## src/rtl/phy_uart_defs.sv

```systemverilog
// Shared UART definitions for phy_utx / phy_urx: bit-cell sample points on the
// 1 us pluse_us grid, frame length, and receiver state encodings.
package phy_uart_defs;

  localparam logic [7:0] URX_S_START = 8'd5;
  localparam logic [7:0] URX_S_D0    = 8'd13;
  localparam logic [7:0] URX_S_D1    = 8'd22;
  localparam logic [7:0] URX_S_D2    = 8'd31;
  localparam logic [7:0] URX_S_D3    = 8'd39;
  localparam logic [7:0] URX_S_D4    = 8'd48;
  localparam logic [7:0] URX_S_D5    = 8'd57;
  localparam logic [7:0] URX_S_D6    = 8'd65;
  localparam logic [7:0] URX_S_D7    = 8'd74;
  localparam logic [7:0] URX_S_PAR   = 8'd83;
  localparam logic [7:0] URX_S_STOP  = 8'd91;

  localparam int URX_FRAME_US = 92;

  typedef enum logic [2:0] {
    URX_IDLE    = 3'd0,
    URX_START   = 3'd1,
    URX_DATA    = 3'd2,
    URX_PAR     = 3'd3,
    URX_STOP    = 3'd4,
    URX_WAIT_HI = 3'd5
  } urx_state_e;

  function automatic logic is_data_sample(input logic [7:0] c);
    return (c == URX_S_D0) || (c == URX_S_D1) || (c == URX_S_D2) ||
           (c == URX_S_D3) || (c == URX_S_D4) || (c == URX_S_D5) ||
           (c == URX_S_D6) || (c == URX_S_D7);
  endfunction

endpackage

```

## src/rtl/phy_urx_sync.sv

```systemverilog
// Metastability synchroniser for the asynchronous uart_rx line plus
// falling-edge detect on the synchronised level.
module phy_urx_sync #(
  parameter int SYNC_STAGES = 2
) (
  input  logic clk_sys,
  input  logic rst_n,
  input  logic uart_rx,
  output logic rxd_s,
  output logic fall
);

  logic [SYNC_STAGES-1:0] sync_q;
  logic                   rxd_d;

  // Chain resets to the idle-high level so reset release cannot fake an edge.
  always_ff @(posedge clk_sys or negedge rst_n) begin
    if (!rst_n) begin
      sync_q <= '1;
      rxd_d  <= 1'b1;
    end else begin
      // NOTE: sequential state uses <= so every flop samples pre-edge values.
      sync_q <= {sync_q[SYNC_STAGES-2:0], uart_rx};
      rxd_d  <= rxd_s;
    end
  end

  assign rxd_s = sync_q[SYNC_STAGES-1];
  assign fall  = rxd_d & ~rxd_s;

endmodule

```

## src/rtl/phy_urx.sv

```systemverilog
// UART receive PHY: samples 8-bit frames on the pluse_us grid and strobes
// rx_vld / rx_err. Define PHY_URX_PARITY_EN to check the even-parity slot.
module phy_urx
  import phy_uart_defs::*;
#(
  parameter int SYNC_STAGES = 2
) (
  input  logic       clk_sys,
  input  logic       rst_n,
  input  logic       pluse_us,
  input  logic       uart_rx,
  output logic [7:0] rx_data,
  output logic       rx_vld,
  output logic       rx_err,
  output logic       rx_busy
);

  logic       rxd_s;
  logic       fall;
  urx_state_e state, state_nxt;
  logic [7:0] cnt_us;
  logic [7:0] shreg;
  logic       vld_nxt;
  logic       err_nxt;
  logic       par_err;

  phy_urx_sync #(.SYNC_STAGES(SYNC_STAGES)) u_sync (
    .clk_sys (clk_sys),
    .rst_n   (rst_n),
    .uart_rx (uart_rx),
    .rxd_s   (rxd_s),
    .fall    (fall)
  );

`ifdef PHY_URX_PARITY_EN
  logic par_bit;

  always_ff @(posedge clk_sys or negedge rst_n) begin
    if (!rst_n) begin
      par_bit <= 1'b0;
    end else if (state == URX_PAR && pluse_us && cnt_us == URX_S_PAR) begin
      par_bit <= rxd_s;
    end
  end

  assign par_err = par_bit ^ (^shreg);
`else
  assign par_err = 1'b0;
`endif

  always_comb begin
    // NOTE: every always_comb output gets a default first so no path infers a latch.
    state_nxt = state;
    vld_nxt   = 1'b0;
    err_nxt   = 1'b0;
    unique case (state)
      URX_IDLE:  if (fall) state_nxt = URX_START;
      URX_START: if (pluse_us && cnt_us == URX_S_START)
                   state_nxt = rxd_s ? URX_IDLE : URX_DATA;
      URX_DATA:  if (pluse_us && cnt_us == URX_S_D7) state_nxt = URX_PAR;
      URX_PAR:   if (pluse_us && cnt_us == URX_S_PAR) state_nxt = URX_STOP;
      URX_STOP: begin
        if (pluse_us && cnt_us == URX_S_STOP) begin
          if (!rxd_s) begin
            err_nxt   = 1'b1;
            state_nxt = URX_WAIT_HI;
          end else if (par_err) begin
            err_nxt   = 1'b1;
            state_nxt = URX_IDLE;
          end else begin
            vld_nxt   = 1'b1;
            state_nxt = URX_IDLE;
          end
        end
      end
      // A break or stuck-low line must not be taken as a fresh start bit.
      URX_WAIT_HI: if (rxd_s) state_nxt = URX_IDLE;
      default:     state_nxt = URX_IDLE;
    endcase
  end

  always_ff @(posedge clk_sys or negedge rst_n) begin
    if (!rst_n) begin
      state   <= URX_IDLE;
      cnt_us  <= 8'd0;
      shreg   <= 8'd0;
      rx_data <= 8'h00;
      rx_vld  <= 1'b0;
      rx_err  <= 1'b0;
    end else begin
      state  <= state_nxt;
      rx_vld <= vld_nxt;
      rx_err <= err_nxt;
      if (state_nxt == URX_IDLE) begin
        cnt_us <= 8'd0;
      end else if (state == URX_IDLE) begin
        cnt_us <= 8'd1;
      end else if (pluse_us) begin
        cnt_us <= cnt_us + 8'd1;
      end
      if (state == URX_DATA && pluse_us && is_data_sample(cnt_us)) begin
        shreg <= {rxd_s, shreg[7:1]};
      end
      if (vld_nxt) begin
        rx_data <= shreg;
      end
    end
  end

  assign rx_busy = (state != URX_IDLE);

endmodule
```

## config.mk

```make
export PLATFORM = sky130hd
export DESIGN_NAME = phy_urx
export DESIGN_NICKNAME = d
export VERILOG_FILES = /design/src/rtl/phy_uart_defs.sv /design/src/rtl/phy_urx_sync.sv /design/src/rtl/phy_urx.sv
export SDC_FILE = /design/constraint.sdc
export NUM_CORES = 1
export LEC_CHECK = 0
export ABC_AREA = 1
export BUFFER_PORTS_ARGS = -buffer_cell sky130_fd_sc_hd__buf_2
export CORE_MARGIN = 1.5
export CORE_UTILIZATION = 47
export DETAILED_ROUTE_END_ITERATION = 8
export GPL_TIMING_DRIVEN = 0
export PLACE_DENSITY = 0.62
export SLEW_MARGIN = 20
export SYNTH_ARGS = -nofsm -noshare
export SYNTH_HDL_FRONTEND = slang
export SYNTH_HIERARCHICAL = 1
export SYNTH_SLANG_ARGS = --single-unit
```

## constraint.sdc

```tcl
create_clock -name clk_sys -period 1.9 [get_ports clk_sys]
set_input_delay 0.19 -clock clk_sys [delete_from_list [all_inputs] [get_ports clk_sys]]
set_output_delay 0.19 -clock clk_sys [all_outputs]
set_load 0.05 [all_outputs]
```

==> flow_summary_export.csv, run 1 <==
group,metric,value,unit
run_status,status,"finished clean",
power_and_ir_drop,irDropWorstVdd,559,uV
place,port_buffers,14,
layout,finalNetCount,253,
global_route,track_usage,0.185,
timing,finalClockSkew,7.31,ps
layout,fill_cells,317,
clock_tree,clk_latency,280,ps
synth,netlist_top_cells_area,"dfrtp_1 (42%), nand2_1 (17%), nand3_1 (7.8%)",
worst_setup_path,cp-end-kind,"flip-flop",
clock_tree,cts_buffers,5,
layout,drive_gt1_frac,0.240,
die,core,3440,sq um
timing,rsz0062_at_grt,"no",
clock_tree,postCtsSetupRepairBufs,0,
worst_setup_path,required,2070,ps
route,viasPerCell,4.78,
clock_tree,cts_tree,"done",
die,pin_count,15,
synth,synth_cell_types,25,
global_route,antenna_found_initial,0,
timing,maxSlewViolCount,0,
die,initial_core_util,0.505,
die,rows,21,
route,firstDrtPassIters,4,
synth,synth_common_cells,"nand2_1 (78), dfrtp_1 (29), nand3_1 (27), inv_1 (20), nor2_1 (12)",
synth,ys_seq_area_frac,0.463,
place,place_congestion,0.913,
timing,max_freq,0.581,GHz
die,die_area,4070,sq um
layout,antennaDiodeCount,0,
clock_tree,h-tree-depth,2,
synth,synthArstFlopShare,1.00,
worst_hold_path,hp-class,"input pin to flip-flop",
power_and_ir_drop,switching_share,0.347,
power_and_ir_drop,power-per-cell-area,1010,nW/um^2
layout,final_util,0.590,
route,wl_per_cell,11.6,um
timing,relSlewSlack,0.549,
synth,synth_edf_count,0,
place,dp_hpwl,2.50,mm
synth,yosysTopAreaCell,"dfrtp_1",
clock_tree,clk_path_buf_depth,2,
timing,finalSetupViolations,0,
clock_tree,path_clk_slew,70,ps
synth,syn_nets,230,
power_and_ir_drop,p_clk_frac,0.313,
worst_setup_path,crit_family,"simple AND/OR/NAND/NOR gates",
timing,tns,0,ps
power_and_ir_drop,seqPwrFrac,0.406,
route,drtIter0Drc,73,
power_and_ir_drop,p_leak,1.12,nW
layout,area_delta_synth_final,16.8,%
route,wirelength,3.38,mm
worst_setup_path,cp_cell_sequence,"ha_4, nand2_1, nor2_2, nand2_1, nand2_2, nand3b_1, nor2_2, nand2_2, buf_6, nand3_1, nand2_1",
power_and_ir_drop,switching_power,0.711,mW
worst_setup_path,critPathKind,"flip-flop to flip-flop",
worst_setup_path,rrSetupSlack,180,ps
synth,synth_area,1740,sq um
synth,yosysWarnings,6,
synth,synth_top_area_share,0.418,
global_route,grt_max_degree,33,
synth,syn_inst,222,
worst_setup_path,crit_arrival,1890,ps
synth,avgSynthCellArea,7.83,sq um
timing,min_period_over_period,0.907,
worst_setup_path,cp_common_cell,"nand2_1",
worst_setup_path,crit_path_max_incr_delay,440,ps
job,maxCapViolCount,0,
synth,yosysMostFrequentCell,"nand2_1",
power_and_ir_drop,p_int,1.34,mW
timing,hold_viol_final,0,
synth,synth_flop_cell,"dfrtp_1",
power_and_ir_drop,p_comb_frac,0.282,
route,vias,1395,
synth,synth-seq-cells,32,
worst_setup_path,cp_slowest_cell,"dfrtp_2",
global_route,grt_pass1_vias,1365,
clock_tree,clkSinkCount,32,
worst_setup_path,start_kind,"flip-flop",
die,die_h,63.8,um
route,ant_nets,0,
global_route,grt_pass1_wl,6.05,mm
route,drc,0,
global_route,overflow,0,
worst_setup_path,critPathMaxFanout,10,
clock_tree,cts_root_buffer,"clkbuf_8",
timing,period_needed,1720,ps
worst_setup_path,critPathBufInv,1,
timing,tightest_slew,677,ps
die,die_w,63.8,um
==> flip-flops by register name, summed over array words and instances (netlist names) <==
name / cells
rx_err: 1
rx_vld: 1
shreg: 8
u_sync/rxd_d: 1
rx_data: 8
u_sync/sync_q: 2
state: 3
cnt_us: 8
==> layer usage <==
| layer | global-route usage | vias up | routed length [um] |
|---|---|---|---|
| met1 | 0.262 | 637 | 1730 |
| met5 | 0 | - | 0 |
| met4 | 0.0408 | 0 | 0 |
| met3 | 0.0317 | 0 | 103 |
| li1 | - | 736 | - |
| met2 | 0.298 | 22 | 1540 |
==> tightest hold or removal path, delay by kind of cell <==
kind	cells	cell delay [ps]
xor gates and xnor gates	1	130
buffers and inverters	1	130
AOI/OAI and AO/OA	1	70
==> cell usage in the layout (no fill, tap or decap), drive strengths merged, types with 2 or more instances in the layout <==
| cell type | count |
|---|---|
| dfrtp | 29 |
| inv | 24 |
| nand3 | 30 |
| nor3 | 4 |
| nand2 | 85 |
| buf | 16 |
| clkinv | 2 |
| xor2 | 4 |
| dlygate4sd3 | 2 |
| a21oi | 6 |
| clkbuf | 5 |
| dfstp | 3 |
| ha | 4 |
| nor2 | 23 |
| o21ai | 2 |
==> through the flow <==
| step | setup WS [ps] | std cells | hold WS (ps) | area (sq um) | power [mW] |
|---|---|---|---|---|---|
| after floorplan | 294 | 222 | -106 | 1740 | 1.24 |
| after global placement | 42.3 | 282 | 263 | 1870 | 1.36 |
| after detailed placement | 39.3 | 282 | 270 | 1870 | 1.37 |
| after CTS | 30.9 | 291 | 1.43 | 1990 | 2.02 |
| after global routing | 26.5 | 292 | 281 | 2030 | 2.19 |
| final | 177 | 292 | 267 | 2030 | 2.05 |
==> logic make-up (layout without fill, tap and decap cells) <==
family	after synthesis	in the layout	synth area share
DFF	32	32	0.463
AOI/OAI and AO/OA	10	10	0.0310
xor gates and xnor gates	5	5	0.0252
adders and majority gates	4	4	0.0288
and+or+nand+nor	144	144	0.385
buffers and inverters	27	51	0.0669
==> power by group through the flow <==
stage / sequential, mW / clock [mW] / combinational [mW]
final: 0.832 / 0.641 / 0.578
after global routing: 0.847 / 0.687 / 0.659
after CTS: 0.809 / 0.655 / 0.553
after detailed placement: 0.822 / 0 / 0.547
after global placement: 0.819 / 0 / 0.539
after floorplan: 0.806 / 0 / 0.431
==> worst paths after layout <==
check,from,end,cells past startpoint
min in group asynchronous,rst_n,rx_data[0]$_DFFE_PN0P_,2
worst min register to register,u_sync/sync_q[0]$_DFF_PN1_,u_sync/sync_q[1]$_DFF_PN1_,0
max in group asynchronous,rst_n,cnt_us[0]$_DFFE_PN0P_,2
worst min-delay path,pluse_us,cnt_us[0]$_DFFE_PN0P_,3
worst max register to register,cnt_us[0]$_DFFE_PN0P_,cnt_us[5]$_DFFE_PN0P_,11
worst max-delay path,cnt_us[0]$_DFFE_PN0P_,cnt_us[5]$_DFFE_PN0P_,11
==> cell type report <==
class | instances | area (sq um) | area share
Buffer | 2 | 22.5 | 0.0111
Clock buffer | 5 | 68.8 | 0.0339
Clock inverter | 3 | 42.5 | 0.0210
Inverter | 25 | 93.8 | 0.0462
Multi-Input combinational cell | 163 | 847 | 0.417
Sequential cell | 32 | 807 | 0.398
Tap cell | 46 | 57.6 | 0.0284
Timing Repair Buffer | 16 | 90.1 | 0.0444
==> timing repair <==
item	in CTS	in global routing
endpoints found under the setup margin	0	14
resized for setup	0	8
hold endpoints to repair	29	1
hold buffers	1	1
(Power assumes the default switching activity.)
==> run 2, diff against run 1 <==
Settings changed: SYNTH_HIERARCHICAL 1 to default.
==> run 2 against run 1 <==
  * Die area decreased by 0.28%
  * Critical path depth increased by 3
  * Flip-flop and latch count did not move
  * Hold slack improved by 31 ps
  * Global-route usage grew 0.26 points
  * Register-to-register slack worse by 110 ps
  * Clock power shrank 11%
  * Design area grew 2.4%
  * Via count increased by 6.4%
  * Synthesized cell count is 0.90% lower
  * Critical endpoint is now cnt_us[1]$_DFFE_PN0P_
==> flow_summary_export.csv, run 2 <==
group,metric,value,unit
timing,period_needed,1840,ps
route,wirelength,3.53,mm
timing,maxSlewViolCount,0,
layout,finalNetCount,257,
worst_setup_path,cp-end-kind,"flip-flop",
power_and_ir_drop,switching_share,0.369,
worst_setup_path,start_kind,"flip-flop",
worst_setup_path,crit_arrival,2010,ps
synth,synth_flop_cell,"dfrtp_1",
route,viasPerCell,5.01,
synth,syn_inst,220,
global_route,antenna_found_initial,0,
route,drtIter0Drc,38,
route,firstDrtPassIters,4,
place,place_congestion,0.822,
global_route,gr-usage-met3,0.0429,
timing,postLayoutSetupSlackWorst,63.1,ps
die,die_area,4060,sq um
worst_setup_path,required,2070,ps
layout,most-common-layout-cells,"nand2_1 (71), nand3_1 (29), dfrtp_1 (27), inv_1 (23), buf_2 (14)",
place,port_buffers,14,
power_and_ir_drop,p_leak,1.12,nW
global_route,met2_usage,0.321,
timing,hold_viol_final,0,
synth,yosysTopAreaCell,"dfrtp_1",
global_route,grt_pass1_wl,5.93,mm
worst_setup_path,crit_end,"cnt_us[1]$_DFFE_PN0P_",
timing,min_period_over_period,0.967,
layout,finalNonFillerCells,296,
worst_hold_path,hp-start,"pluse_us",
synth,ys_seq_area_frac,0.464,
clock_tree,clk_latency,280,ps
synth,avgSynthCellArea,7.88,sq um
die,die_h,63.7,um
layout,final_common_cell,"nand2_1",
global_route,met1_usage,0.224,
route,vias,1484,
clock_tree,clkSinkCount,32,
run_status,status,"finished clean",
job,maxCapViolCount,0,
power_and_ir_drop,p_clk_frac,0.256,
synth,yosysMostFrequentCell,"nand2_1",
place,dp_slack,-42.1,ps
die,die_w,63.7,um
synth,netlist_top_cells_area,"dfrtp_1 (42%), nand2_1 (16%), nand3_1 (8.4%)",
die,rows,21,
synth,synth_area,1730,sq um
clock_tree,h-tree-depth,2,
global_route,grt_max_degree,33,
layout,area_delta_synth_final,19.9,%
timing,relSlewSlack,0.531,
global_route,overflow,0,
power_and_ir_drop,irDropWorstVdd,868,uV
clock_tree,clk_path_buf_depth,2,
synth,synth-seq-cells,32,
synth,synth_top_area_share,0.419,
timing,tightest_slew,703,ps
timing,hold_slack,297,ps
layout,final_util,0.604,
worst_setup_path,rr_startpoint,"cnt_us[0]$_DFFE_PN0P_",
die,core,3440,sq um
worst_setup_path,rrSetupSlack,60,ps
route,wl_per_cell,11.9,um
timing,max_freq,0.544,GHz
layout,drive_gt1_frac,0.256,
die,pin_count,15,
power_and_ir_drop,total_power,2.23,mW
synth,syn_nets,228,
synth,synth_common_cells,"nand2_1 (72), dfrtp_1 (29), nand3_1 (29), inv_1 (25), nor2_1 (15)",
clock_tree,cts_tree,"done",
layout,top_regs,"cnt_us (8), rx_data (8), shreg (8)",
die,initial_core_util,0.503,
worst_setup_path,critPathMaxFanout,5,
synth,synth_cell_types,25,
clock_tree,path_clk_slew,60,ps
power_and_ir_drop,p_int,1.41,mW
route,ant_nets,0,
place,place_inst,280,
layout,antennaDiodeCount,0,
timing,finalClockSkew,2.99,ps
power_and_ir_drop,power-per-cell-area,1070,nW/um^2
power_and_ir_drop,p_comb_frac,0.381,
worst_setup_path,worst_r2r_endpoint,"cnt_us[1]$_DFFE_PN0P_",
synth,yosysWarnings,0,
clock_tree,cts_buffers,5,
route,drc,0,
power_and_ir_drop,seqPwrFrac,0.362,
synth,synthArstFlopShare,1.00,
power_and_ir_drop,switching_power,0.823,mW
place,dp_hpwl,2.52,mm
worst_setup_path,critPathKind,"flip-flop to flip-flop",
timing,finalSetupViolations,0,
synth,synth_edf_count,0,
worst_setup_path,reg2regPathDepth,14,
worst_setup_path,cp-startpoint,"cnt_us[0]$_DFFE_PN0P_",
global_route,globalRoute.busiestLayer,"met2",
clock_tree,cts_root_buffer,"clkbuf_8",
global_route,grt_pass1_vias,1407,
global_route,track_usage,0.188,
worst_hold_path,hp-class,"input pin to flip-flop",
## run 2: final cells by class
cell class	count	area (sq um)
plain buffers	1	11.3
multi-input cells	159	862
fillers	319	1360
well taps	46	57.6
flip-flops and latches	32	807
inverters	28	105
clock buffers	8	100
repair buffers	22	135
## run 2: what timing repair did
action	CTS	global route
endpoints found under the setup margin	14	14
endpoints found under the hold margin	29	1
setup buffers	2	3
pin swaps	0	5
resized for setup	1	15
hold buffers	1	1
cloned	0	1
## run 2: worst min-delay path by stage
stage	to	depth (start not counted)
floorplan	cnt_us[0]$_DFFE_PN0P_	0
global placement	rx_vld$_DFF_PN0_	1
detailed placement	rx_vld$_DFF_PN0_	1
CTS	u_sync.sync_q[0]$_DFF_PN1_	1
global route	cnt_us[0]$_DFFE_PN0P_	3
finish	cnt_us[0]$_DFFE_PN0P_	3
## run 2: cells by family (layout without fill, tap and decap cells)
kind of cell	count (synthesis)	in the layout	synth area share
compound gates	11	11	0.0375
xor+xnor	5	5	0.0253
fa+ha+maj	4	4	0.0289
buf+inv	29	59	0.0671
flops	32	32	0.464
simple gates	139	139	0.377
## run 2: stage by stage
step                TNS (ps)  instance area (sq um)
floorplan                  0                   1730
CTS                        0                   1990
global placement           0                   1860
global route           -56.4                   2080
detailed placement      -217                   1860
finish                     0                   2080
## run 2: power groups by stage
stage	Combinational, mW	Clock, mW	Sequential (mW)
2_1_floorplan	0.538	0	0.795
3_3_place_gp	0.656	0	0.806
3_5_place_dp	0.682	0	0.810
4_1_cts	0.723	0.581	0.793
5_1_grt	0.933	0.613	0.817
6_report	0.852	0.573	0.809
## run 2: metal layers
metal | part of all wire | up-vias
li1 | - | 744
met1 | 0.46 | 700
met2 | 0.48 | 29
met4 | 0.027 | 0
met5 | 0 | -
met3 | 0.038 | 11
## run 2: worst max-delay path, stage by stage (launching register included)
cell and delay [ps]:
dfrtp_2 440, buf_4 140, inv_1 50, ha_1 210, nand3_1 100, nor2_2 50
nand2_1 60, nand2_1 50, inv_1 60, nand2_2 60, nor2_4 160, nand2_4 80
buf_4 160, nand3_1 60, nand2_1 50
==> run 3, diff against run 2 <==
Settings changed: CELL_PAD_IN_SITES_DETAIL_PLACEMENT from default to 1, CELL_PAD_IN_SITES_GLOBAL_PLACEMENT from default to 2, CORE_UTILIZATION 47 to 35, PLACE_DENSITY 0.62 to 0.76.
==> run 3 against run 2 <==
  * Highest routed layer unchanged
  * Non-clock buffer count increased by 5
  * Critical endpoint is now cnt_us[7]$_DFFE_PN0P_
  * Critical path depth decreased by 1
  * Global-route usage decreased by 1.7 points
  * Design area increased by 4.2%
==> flow_summary_export.csv, run 3 (synthesized netlist as in run 2, its figures left out) <==
group,metric,value,unit
run_status,status,"finished clean",
die,die_h,73.4,um
global_route,antenna_found_initial,0,
place,dp_hpwl,3.03,mm
route,wl_per_cell,13.2,um
timing,maxSlewViolCount,0,
timing,max_freq,0.553,GHz
layout,drive_gt1_frac,0.282,
job,maxCapViolCount,0,
timing,finalClockSkew,7.49,ps
worst_setup_path,critPathKind,"flip-flop to flip-flop",
place,dp_slack,-38.5,ps
worst_setup_path,cp-end-kind,"flip-flop",
global_route,gr-usage-met3,0.0370,
clock_tree,clkSinkCount,32,
global_route,grt_max_degree,33,
global_route,grt_pass1_wl,6.89,mm
clock_tree,cts_tree,"done",
worst_setup_path,rr_startpoint,"cnt_us[0]$_DFFE_PN0P_",
clock_tree,clk_path_buf_depth,2,
die,initial_core_util,0.364,
place,post_dp_cell_area,1890,sq um
layout,top_regs,"cnt_us (8), rx_data (8), shreg (8)",
clock_tree,cts_buffers,5,
die,core,4750,sq um
worst_hold_path,hp-class,"input pin to flip-flop",
timing,hold_slack,357,ps
layout,antennaDiodeCount,0,
die,die_w,73.4,um
clock_tree,path_clk_slew,70,ps
worst_setup_path,start_kind,"flip-flop",
route,firstDrtPassIters,4,
route,viasPerCell,4.65,
global_route,grt_pass1_vias,1523,
power_and_ir_drop,irDropWorstVdd,713,uV
global_route,met2_usage,0.303,
worst_setup_path,critPathMaxFanout,5,
route,drc,0,
timing,finalSetupViolations,0,
place,place_congestion,0.826,
worst_hold_path,hp-start,"pluse_us",
global_route,overflow,0,
timing,min_period_over_period,0.951,
layout,final_area,2170,sq um
power_and_ir_drop,p_leak,1.14,nW
worst_setup_path,crit_arrival,1980,ps
timing,hold_viol_final,0,
worst_setup_path,required,2070,ps
die,die_area,5380,sq um
route,ant_nets,0,
global_route,track_usage,0.171,
place,port_buffers,14,
die,pin_count,15,
global_route,met1_usage,0.203,
clock_tree,h-tree-depth,2,
route,vias,1498,
timing,relSlewSlack,0.526,
clock_tree,cts_root_buffer,"clkbuf_8",
layout,finalNetCount,262,
timing,postLayoutSetupSlackWorst,92.8,ps
global_route,globalRoute.busiestLayer,"met2",
layout,most-common-layout-cells,"nand2_1 (71), nand3_1 (28), dfrtp_1 (25), inv_1 (24), buf_2 (14)",
timing,period_needed,1810,ps
route,drtIter0Drc,48,
timing,tns,0,ps
worst_setup_path,cp-startpoint,"cnt_us[0]$_DFFE_PN0P_",
layout,area_delta_synth_final,25.0,%
power_and_ir_drop,power-per-cell-area,1130,nW/um^2
layout,final_common_cell,"nand2_1",
clock_tree,clk_latency,280,ps
die,rows,25,
route,wirelength,4.25,mm
timing,tightest_slew,711,ps
[run 3: what timing repair did]
item | 4_1_cts | 5_1_grt
endpoints found under the hold margin | 30 | 0
gates cloned | 0 | 1
hold buffers | 2 | 0
buffers inserted | 2 | 8
resized for setup | 2 | 19
pin swaps | 0 | 8
endpoints found under the setup margin | 9 | 22
[run 3: stage by stage]
| step | total power, mW | instances | util |
|---|---|---|---|
| final | 2.46 | 322 | 0.456 |
| after global routing | 2.60 | 322 | 0.456 |
| after detailed placement | 1.52 | 301 | 0.397 |
| after global placement | 1.50 | 301 | 0.397 |
| after CTS | 2.22 | 313 | 0.428 |
| after floorplan | 1.33 | 220 | - |
[run 3: metal layers]
layer	vias to the layer above	share of wire
met4	0	0.016
li1	759	-
met3	6	0.026
met1	713	0.45
met2	20	0.51
met5	-	0
[run 3: final timing paths]
path / slack (ps) / cells past startpoint / to
max in group asynchronous: 910 / 2 / cnt_us[2]$_DFFE_PN0P_
min in group asynchronous: 500 / 2 / state[0]$_DFF_PN0_
max reg2reg: 90 / 13 / cnt_us[7]$_DFFE_PN0P_
min reg2reg: 360 / 0 / u_sync.sync_q[1]$_DFF_PN1_
max: 90 / 13 / cnt_us[7]$_DFFE_PN0P_
min: 360 / 3 / cnt_us[0]$_DFFE_PN0P_
[run 3: area by class of cell]
| class | instances | area, sq um |
|---|---|---|
| fillers | 602 | 2590 |
| multi-input cells | 159 | 870 |
| flip-flops and latches | 32 | 810 |
| repair buffers | 27 | 176 |
| inverters | 28 | 108 |
| well taps | 67 | 83.8 |
| clock buffers | 6 | 72.6 |
| clock inverters | 2 | 35.0 |
| plain buffers | 1 | 11.3 |
[run 3: where the power goes]
part	internal (mW)	total (mW)	switching, mW
Combinational	0.423	0.998	0.575
Clock	0.389	0.643	0.254
Sequential	0.739	0.815	0.0755
Total	1.55	2.46	0.905
[run 3: worst max-delay path, cell delays in order (launching register included)]
cell     delay [ps]
dfrtp_2         440
ha_4            170
nand2_2          70
nor2_4          140
nand2_1          80
nand2_2          70
nand2_1          50
inv_1            60
nand2_2          70
nor2_4          170
nand2_4          90
buf_4           170
nand3_1          60
nand2_1          50
